`config.mk`:
```
export PLATFORM = sky130hd
export DESIGN_NAME = shelf_nav_ctrl
export DESIGN_NICKNAME = d
export VERILOG_FILES = /design/src/rtl/shelf_nav_ctrl.sv
export SDC_FILE = /design/constraint.sdc
export NUM_CORES = 1
export LEC_CHECK = 0
export ABC_AREA = 1
export BUFFER_PORTS_ARGS = -buffer_cell sky130_fd_sc_hd__buf_4
export CAP_MARGIN = 20
export CORE_MARGIN = 2
export CORE_UTILIZATION = 46
export DETAILED_ROUTE_END_ITERATION = 16
export HOLD_SLACK_MARGIN = 0.06
export PLACE_DENSITY = 0.68
export SKIP_LAST_GASP = 1
export SYNTH_ARGS = -nofsm -noshare
export SYNTH_HDL_FRONTEND = slang
export SYNTH_SLANG_ARGS = --single-unit
```
`constraint.sdc`:
```
create_clock -name clk -period 2.05 [get_ports clk]
set_clock_uncertainty 0.1 [all_clocks]
set_input_delay 0 -clock clk [delete_from_list [all_inputs] [get_ports clk]]
set_output_delay 0 -clock clk [all_outputs]
set_load 0.01 [all_outputs]
```
`src/rtl/shelf_nav_ctrl.sv`:
```
// Line-following shelf robot controller: seeks the target aisle junction, turns in,
// stops at the target slot for a fixed dwell, then follows the line back home.
module shelf_nav_ctrl #(
    parameter int unsigned AISLES       = 3,
    parameter int unsigned SLOTS        = 3,
    parameter int unsigned DWELL_CYCLES = 250000000,
    parameter int unsigned TURN_CYCLES  = 50000000,
    parameter int unsigned AW           = (AISLES > 1) ? $clog2(AISLES) : 1,
    parameter int unsigned SW           = (SLOTS > 1) ? $clog2(SLOTS) : 1
) (
    input  logic          clk,
    input  logic          rst_n,
    input  logic          cmd_valid,
    output logic          cmd_ready,
    input  logic [AW-1:0] cmd_aisle,
    input  logic [SW-1:0] cmd_slot,
    input  logic          abort,
    input  logic          pos_valid,
    input  logic [1:0]    pos_kind,
    input  logic [AW-1:0] pos_aisle,
    input  logic [SW-1:0] pos_slot,
    input  logic          lt1,
    input  logic          lt2,
    input  logic          lt3,
    output logic          m1,
    output logic          m2,
    output logic          m3,
    output logic          m4,
    output logic          busy,
    output logic          done,
    output logic          err,
    output logic [2:0]    state
);

    typedef enum logic [2:0] {
        StIdle   = 3'd0,
        StSeek   = 3'd1,
        StTurn   = 3'd2,
        StAisle  = 3'd3,
        StDwell  = 3'd4,
        StReturn = 3'd5
    } state_e;

    localparam logic [3:0] MotStop  = 4'b1111;
    localparam logic [3:0] MotFwd   = 4'b1001;
    localparam logic [3:0] MotRight = 4'b0101;
    localparam logic [3:0] MotLeft  = 4'b1010;

    localparam logic [1:0] KindJunction = 2'b00;
    localparam logic [1:0] KindSlot     = 2'b01;
    localparam logic [1:0] KindHome     = 2'b11;

    localparam int unsigned MaxCycles = (DWELL_CYCLES > TURN_CYCLES) ? DWELL_CYCLES : TURN_CYCLES;
    localparam int unsigned CW        = $clog2(MaxCycles + 1);

    localparam logic [CW-1:0] TurnLast  = CW'(TURN_CYCLES - 1);
    localparam logic [CW-1:0] DwellLast = CW'(DWELL_CYCLES - 1);
    localparam logic [AW:0]   AisleLim  = AISLES[AW:0];
    localparam logic [SW:0]   SlotLim   = SLOTS[SW:0];

    state_e        state_q;
    logic [3:0]    motor_q;
    logic          busy_q;
    logic          done_q;
    logic          err_q;
    logic          cmd_ready_q;
    logic [CW-1:0] turn_cnt_q;
    logic [CW-1:0] dwell_cnt_q;
    logic [AW-1:0] tgt_aisle_q;
    logic [SW-1:0] tgt_slot_q;

    logic cmd_in_range;
    logic junction_hit;
    logic slot_hit;
    logic home_hit;
    logic [3:0] follow_mot;

    assign cmd_in_range = ({1'b0, cmd_aisle} < AisleLim) && ({1'b0, cmd_slot} < SlotLim);
    assign junction_hit = pos_valid && (pos_kind == KindJunction) && (pos_aisle == tgt_aisle_q);
    assign slot_hit     = pos_valid && (pos_kind == KindSlot) && (pos_aisle == tgt_aisle_q) &&
                          (pos_slot == tgt_slot_q);
    assign home_hit     = pos_valid && (pos_kind == KindHome);

    // Centre sensor has priority, then right, then left.
    always_comb begin
        follow_mot = MotStop;
        if (lt2) begin
            follow_mot = MotFwd;
        end else if (lt1) begin
            follow_mot = MotRight;
        end else if (lt3) begin
            follow_mot = MotLeft;
        end
    end

    always_ff @(posedge clk) begin
        if (!rst_n) begin
            state_q     <= StIdle;
            motor_q     <= MotStop;
            busy_q      <= 1'b0;
            done_q      <= 1'b0;
            err_q       <= 1'b0;
            cmd_ready_q <= 1'b0;
            turn_cnt_q  <= '0;
            dwell_cnt_q <= '0;
            tgt_aisle_q <= '0;
            tgt_slot_q  <= '0;
        end else begin
            done_q <= 1'b0;
            err_q  <= 1'b0;
            case (state_q)
                StIdle: begin
                    motor_q     <= MotStop;
                    cmd_ready_q <= 1'b1;
                    if (cmd_valid && cmd_ready_q) begin
                        tgt_aisle_q <= cmd_aisle;
                        tgt_slot_q  <= cmd_slot;
                        if (cmd_in_range) begin
                            state_q     <= StSeek;
                            busy_q      <= 1'b1;
                            cmd_ready_q <= 1'b0;
                        end else begin
                            err_q <= 1'b1;
                        end
                    end
                end
                StSeek: begin
                    motor_q <= follow_mot;
                    if (abort) begin
                        state_q <= StReturn;
                    end else if (junction_hit) begin
                        state_q    <= StTurn;
                        turn_cnt_q <= '0;
                    end
                end
                StTurn: begin
                    motor_q <= MotLeft;
                    if (abort) begin
                        state_q <= StReturn;
                    end else if (turn_cnt_q == TurnLast) begin
                        state_q <= StAisle;
                    end else begin
                        turn_cnt_q <= turn_cnt_q + 1'b1;
                    end
                end
                StAisle: begin
                    motor_q <= follow_mot;
                    if (abort) begin
                        state_q <= StReturn;
                    end else if (slot_hit) begin
                        state_q     <= StDwell;
                        dwell_cnt_q <= '0;
                    end
                end
                StDwell: begin
                    motor_q <= MotStop;
                    if (abort) begin
                        state_q <= StReturn;
                    end else if (dwell_cnt_q == DwellLast) begin
                        state_q <= StReturn;
                    end else begin
                        dwell_cnt_q <= dwell_cnt_q + 1'b1;
                    end
                end
                StReturn: begin
                    motor_q <= follow_mot;
                    if (home_hit) begin
                        state_q     <= StIdle;
                        busy_q      <= 1'b0;
                        cmd_ready_q <= 1'b1;
                        done_q      <= 1'b1;
                    end
                end
                default: begin
                    // Unused encodings recover to IDLE.
                    state_q     <= StIdle;
                    motor_q     <= MotStop;
                    busy_q      <= 1'b0;
                    cmd_ready_q <= 1'b1;
                end
            endcase
        end
    end

    assign {m1, m2, m3, m4} = motor_q;
    assign busy      = busy_q;
    assign done      = done_q;
    assign err       = err_q;
    assign cmd_ready = cmd_ready_q;
    assign state     = state_q;

endmodule

```
==> results of run 1 <==
## timing repair
action                     in CTS  in global routing
setup endpoints to repair       0                 11
hold endpoints to repair       44                  0
gates resized for setup         0                  7
hold buffers                   15                  0
## power by group through the flow
stage                     clock, mW  combinational, mW  sequential (mW)
final                          1.29               1.55             1.57
after floorplan                   0               1.08             1.61
after global routing           1.39               1.73             1.58
after global placement            0               1.47             1.59
after detailed placement          0               1.50             1.60
after CTS                      1.32               1.54             1.56
## layout make-up
class / count / area (µm²) / area share (%)
inverters: 95 / 357 / 6.50
clock inverters: 3 / 65.1 / 1.19
flip-flops and latches: 71 / 1420 / 25.9
multi-input cells: 616 / 2800 / 51.1
repair buffers: 61 / 512 / 9.33
clock buffers: 13 / 159 / 2.90
well taps: 133 / 166 / 3.03
## tightest hold or removal path, stage by stage
cell and delay (ps):
buf_4 110, nand2_1 50, inv_1 50, nand2_1 240
nor2_1 60
## registers in the layout, indices dropped and copies added (netlist names)
name,count
busy,1
dwell_cnt_q,28
turn_cnt_q,28
tgt_slot_q,2
tgt_aisle_q,2
done,1
motor_q,4
err,1
cmd_ready,1
state,3
## cell families after synthesis
family | after synthesis | share of synthesized area (%)
AOI/OAI and AO/OA | 98 | 11.3
xor gates and xnor gates | 12 | 2.23
adders and majority gates | 2 | 0.531
buffers and inverters | 118 | 10.7
DFF | 71 | 30.1
and+or+nand+nor | 504 | 45.1
## placed cells by master (no fill, tap or decap), drive strengths merged
| cell | synthesis | final |
|---|---|---|
| or2 | 3 | 3 |
| a21oi | 61 | 61 |
| buf | 15 | 46 |
| inv | 95 | 95 |
| o211ai | 1 | 1 |
| xor2 | 7 | 7 |
| clkinv | 0 | 1 |
| nor3b | 2 | 2 |
| ha | 2 | 2 |
| xnor2 | 5 | 5 |
| nor3 | 17 | 17 |
| o22ai | 1 | 1 |
| nand3b | 4 | 4 |
| o21bai | 6 | 6 |
| nand4 | 13 | 13 |
| o21ai | 29 | 29 |
| clkbuf | 8 | 13 |
| dlygate4sd3 | 0 | 15 |
| bufinv | 0 | 2 |
| nor2 | 135 | 135 |
| nor4 | 1 | 1 |
| dfxtp | 71 | 71 |
| nand3 | 78 | 78 |
| nand2 | 251 | 251 |
## through the flow
step / power (mW) / setup WS, ps / hold slack, ps / util, %
after floorplan: 2.69 / 239 / -12.9 / -
after global placement: 3.06 / 125 / 123 / 51.6
after detailed placement: 3.10 / 101 / 123 / 51.6
after CTS: 4.42 / 89.9 / 61.7 / 55.4
after global routing: 4.69 / -73.1 / 111 / 55.6
final: 4.40 / 90.4 / 97.3 / 55.6
## path summary, 6_finish.rpt
| kind | endpoint | slack, ps |
|---|---|---|
| max | turn_cnt_q[26] | 90 |
| min reg2reg | tgt_slot_q[1] | 380 |
| min | err | 100 |
| max reg2reg | turn_cnt_q[26] | 90 |
## layer usage
layer	routed length (µm)	up-vias	global-route usage, %
li1	-	2650	-
met3	547	26	6.25
met5	0	-	0
met2	6210	113	42.1
met4	249	0	8.10
met1	5590	2323	27.3
==> flow_summary.yaml, run 1 <==
sta:
  hold_viol_final: 0
  slew_viol_final: 0
  period_share_pct: 95.6
  rsz0062_at_grt: "true"
  fin_crit_ps: 1960
  finalSetupViolCount: 0
  tightest_slew_ps: 465
  setup_tns_ps: 0
  max_freq_mhz: 510
  relSlewSlack_pct: 68.8
floorplan:
  die_w_um: 105
  coreArea_um2: 9860
  io_pins: 29
  num_rows: 36
  initial_core_util_pct: 47.8
  fp.dieH_um: 105
  dieArea_um2: 11100
route:
  ant_nets: 0
  drtIter0Drc: 220
  dr_total_vias: 5112
  route.detailed.drc: 0
  avgRoutedWirePerCell_um: 12.7
  routed_via_density: 5.15
  routed_wl_mm: 12.6
  drtPass1Iterations: 5
logic_synthesis:
  seq_area_frac_synth_pct: 30.1
  yosysWarnings: 0
  synth_area_um2: 4720
  synth_edf_count: 0
  yosysMostFrequentCell: "nand2_1"
  synth_area_per_cell_um2: 5.86
  synth_cell_type_count: 34
  synth_common_cells: "nand2_1, nor2_1, inv_1"
  synth_nets: 825
  ys_async_sr_fraction_pct: 0
  synth_area_leaders: "dfxtp_1, nand2_1, nor2_1"
  synth_cells: 805
  synth_top_area_share_pct: 30.1
  synth_top_area_cell: "dfxtp_1"
  synthFlopType: "dfxtp_1"
  ys_ff_latch: 71
worst_hold_path:
  hold_depth: 5
  min-delay-path-class: "in -> reg"
  hold_start: "cmd_valid"
power:
  leakage_nw: 2.06
  intPower_mw: 2.76
  p_switching_mw: 1.64
  swShare_pct: 37.2
  pwr-share-seq_pct: 35.6
  pwr-share-comb_pct: 35.2
  pwr-share-clk_pct: 29.2
  powerDensity_nw_per_um2: 803
  peakVddDrop_mv: 0.639
global_route:
  grt_pass1_wl_mm: 21.5
  globalRouteTotalUtil_pct: 23.7
  grt_max_degree: 38
  overflow: 0
  grt_pass1_vias: 4856
  antenna_found_initial: 0
cts:
  clockRootBuffer: "clkbuf_8"
  cts_made_buffers: 9
  cts_tree: "yes"
  ctsHtreeMaxLevel: 3
  cts_max_path_buffers: 2
  clkTransAtPathRegs_ps: 80
  clock-sinks: 71
  clock_latency_ps: 370
  post-cts-setup-buffers: 0
setup_path:
  cp-end-kind: "flip-flop"
  cp.depth: 7
  timing.critical_path.from_type: "flip-flop"
  critPathBufInv: 0
  r2r_cells: 7
  crit_family: "simple AND/OR/NAND/NOR gates"
  startpoint: "turn_cnt_q[0]"
  crit_path_cell_trace: "ha_1, nand3_1, nor3_1, nand4_1, nor2_1, o21ai_0, a21oi_1"
  worstSetupPathType: "reg -> reg"
  cp.arrival_ps: 2170
  cp_slowest_cell: "nor3_1"
  path_max_fanout: 4
  timing.rr.start: "turn_cnt_q[0]"
  critPathMaxStageDelay_ps: 390
  required_ps: 2260
cells_and_area:
  drive_gt1_share_pct: 10.2
  fillers: 991
  final_cells: 992
  finalInstanceArea_um2: 5480
  area_delta_synth_final_pct: 16.3
  final_nets: 874
  num_antenna_cells: 0
place:
  portBuffers: 28
  dp_hpwl_mm: 8.81
  placement.cell_area_um2: 5090
  gp_congestion: 0.894
  place_inst: 961
flow_run:
  cap_violations: 0
status:
  outcome: "finished clean"
Power figures use the tool's default switching activity.
==> run 2, diff against run 1 <==
--- a/config.mk
+++ b/config.mk
@@ -8,7 +8,6 @@
 export ABC_AREA = 1
 export BUFFER_PORTS_ARGS = -buffer_cell sky130_fd_sc_hd__buf_4
 export CAP_MARGIN = 20
-export CORE_MARGIN = 2
 export CORE_UTILIZATION = 46
 export DETAILED_ROUTE_END_ITERATION = 16
 export HOLD_SLACK_MARGIN = 0.06
==> run 2 against run 1 <==
  * Sequential cell count did not move
  * Design area rose by 0.16%
  * Register-to-register slack improved by 70 ps
  * Worst hold slack got worse by 22 ps
  * Critical path type is now in -> reg
  * First-iteration DRC count fell by 15%
  * Wire length rose by 0.32%
  * Sequential power barely moved
  * Core utilization rose by 0.089 points
==> flow_summary.yaml, run 2 (synthesized netlist as in run 1, its figures left out) <==
route:
  route.detailed.drc: 0
  routed_wl_mm: 12.6
  drtPass1Iterations: 4
  avgRoutedWirePerCell_um: 12.7
  drtIter0Drc: 188
  ant_nets: 0
  routed_via_density: 5.13
  dr_total_vias: 5096
sta:
  slew_viol_final: 0
  fin_crit_ps: 1910
  relSlewSlack_pct: 71.6
  hold_ws_ps: 75.2
  max_freq_mhz: 524
  period_share_pct: 93.1
  finalSetupViolCount: 0
  tightest_slew_ps: 421
  finalWorstSetupSlack_ps: 141
  hold_viol_final: 0
global_route:
  overflow: 0
  antenna_found_initial: 0
  globalRouteTotalUtil_pct: 25.5
  grt_pass1_vias: 4733
  grt_max_degree: 38
  grt_pass1_wl_mm: 21.4
power:
  p_switching_mw: 1.67
  leakage_nw: 2.04
  swShare_pct: 38.9
  powerDensity_nw_per_um2: 779
  pwr-share-seq_pct: 36.4
  pwr-share-clk_pct: 26.9
  peakVddDrop_mv: 0.570
  intPower_mw: 2.61
  pwr-share-comb_pct: 36.7
flow_run:
  cap_violations: 0
floorplan:
  dieArea_um2: 10700
  initial_core_util_pct: 47.8
  die_w_um: 103
  io_pins: 29
  fp.dieH_um: 103
  num_rows: 36
  coreArea_um2: 9860
place:
  post-place-ws_ps: 113
  gp_congestion: 0.929
  placement.cell_area_um2: 5100
  dp_hpwl_mm: 9.03
  portBuffers: 28
cts:
  clkTransAtPathRegs_ps: 80
  cts_tree: "yes"
  clockRootBuffer: "clkbuf_8"
  clock-sinks: 71
  ctsHtreeMaxLevel: 3
  cts_max_path_buffers: 2
  cts_made_buffers: 9
  clock_latency_ps: 360
cells_and_area:
  final_nets: 876
  mostFrequentLayoutCell: "nand2_1"
  final_cell_mix: "nand2_1, nor2_1, inv_1"
  drive_gt1_share_pct: 10.9
  num_antenna_cells: 0
  seq_area_um2: 1420
  area_delta_synth_final_pct: 16.5
  top_regs: "dwell_cnt_q x28, turn_cnt_q x28, motor_q x4"
  final_core_util_pct: 55.7
  finalInstanceArea_um2: 5490
  fillers: 999
  multiInputGateArea_um2: 2820
worst_hold_path:
  min-delay-path-class: "in -> reg"
  hold_depth: 5
setup_path:
  cp.arrival_ps: 2110
  timing.critical_path.from_type: "primary input"
  path_max_fanout: 37
  required_ps: 2250
  r2r_cells: 5
  cp-end-kind: "flip-flop"
  worstSetupPathType: "in -> reg"
status:
  outcome: "finished clean"
==> run 2: cell count changes in the layout (fill, tap and decap cells not counted), sizes merged <==
cell | previous run | this run
buf | 46 | 48
bufinv | 2 | 1
clkbuf | 13 | 11
clkinvlp | 0 | 3
==> run 2: worst max-delay path, cell delays in order <==
cell,delay (ps)
dlygate4sd3_1,520
buf_4,370
inv_1,70
buf_4,250
nor4_1,290
dlygate4sd3_1,580
==> run 2: path summary, 6_finish.rpt <==
check | start | endpoint | slack (ps)
max reg2reg | state[1] | motor_q[1] | 160
min | cmd_valid | err | 80
min reg2reg | tgt_slot_q[1] | tgt_slot_q[1] | 380
max | rst_n | done | 140
==> run 2: per-layer routing <==
layer | up-vias | GRT usage [%] | share of wire, %
met3 | 22 | 3.43 | 4.1
li1 | 2653 | - | -
met2 | 99 | 44.7 | 49
met5 | - | 0 | 0
met4 | 0 | 10.2 | 2.0
met1 | 2322 | 31.5 | 45
==> run 2: stage by stage <==
stage / std cells / power [mW] / setup TNS, ps
3_3_place_gp: 963 / 3.08 / 0
2_1_floorplan: 805 / 2.69 / 0
5_1_grt: 994 / 4.56 / -10.9
4_1_cts: 994 / 4.30 / 0
3_5_place_dp: 963 / 3.12 / 0
6_report: 994 / 4.28 / 0
==> run 2: area by class of cell <==
type | count | share of cell area (%)
multi-input combinational | 616 | 51.4
sequential | 71 | 25.9
timing repair buffer | 63 | 9.59
inverter | 95 | 6.49
tap | 133 | 3.03
clock buffer | 11 | 2.57
clock inverter | 5 | 1.05
==> run 2: what timing repair did <==
item | in CTS | in global routing
buffers inserted | 0 | 0
endpoints found under the setup margin | 0 | 22
gates resized for setup | 0 | 11
hold buffers | 15 | 0
hold endpoints to repair | 40 | 0
==> run 2: power groups by stage <==
| stage | clock network [mW] | logic, mW | registers (mW) |
|---|---|---|---|
| floorplan | 0 | 1.08 | 1.61 |
| global placement | 0 | 1.49 | 1.58 |
| detailed placement | 0 | 1.53 | 1.59 |
| CTS | 1.18 | 1.57 | 1.55 |
| global route | 1.23 | 1.76 | 1.57 |
| finish | 1.15 | 1.57 | 1.56 |
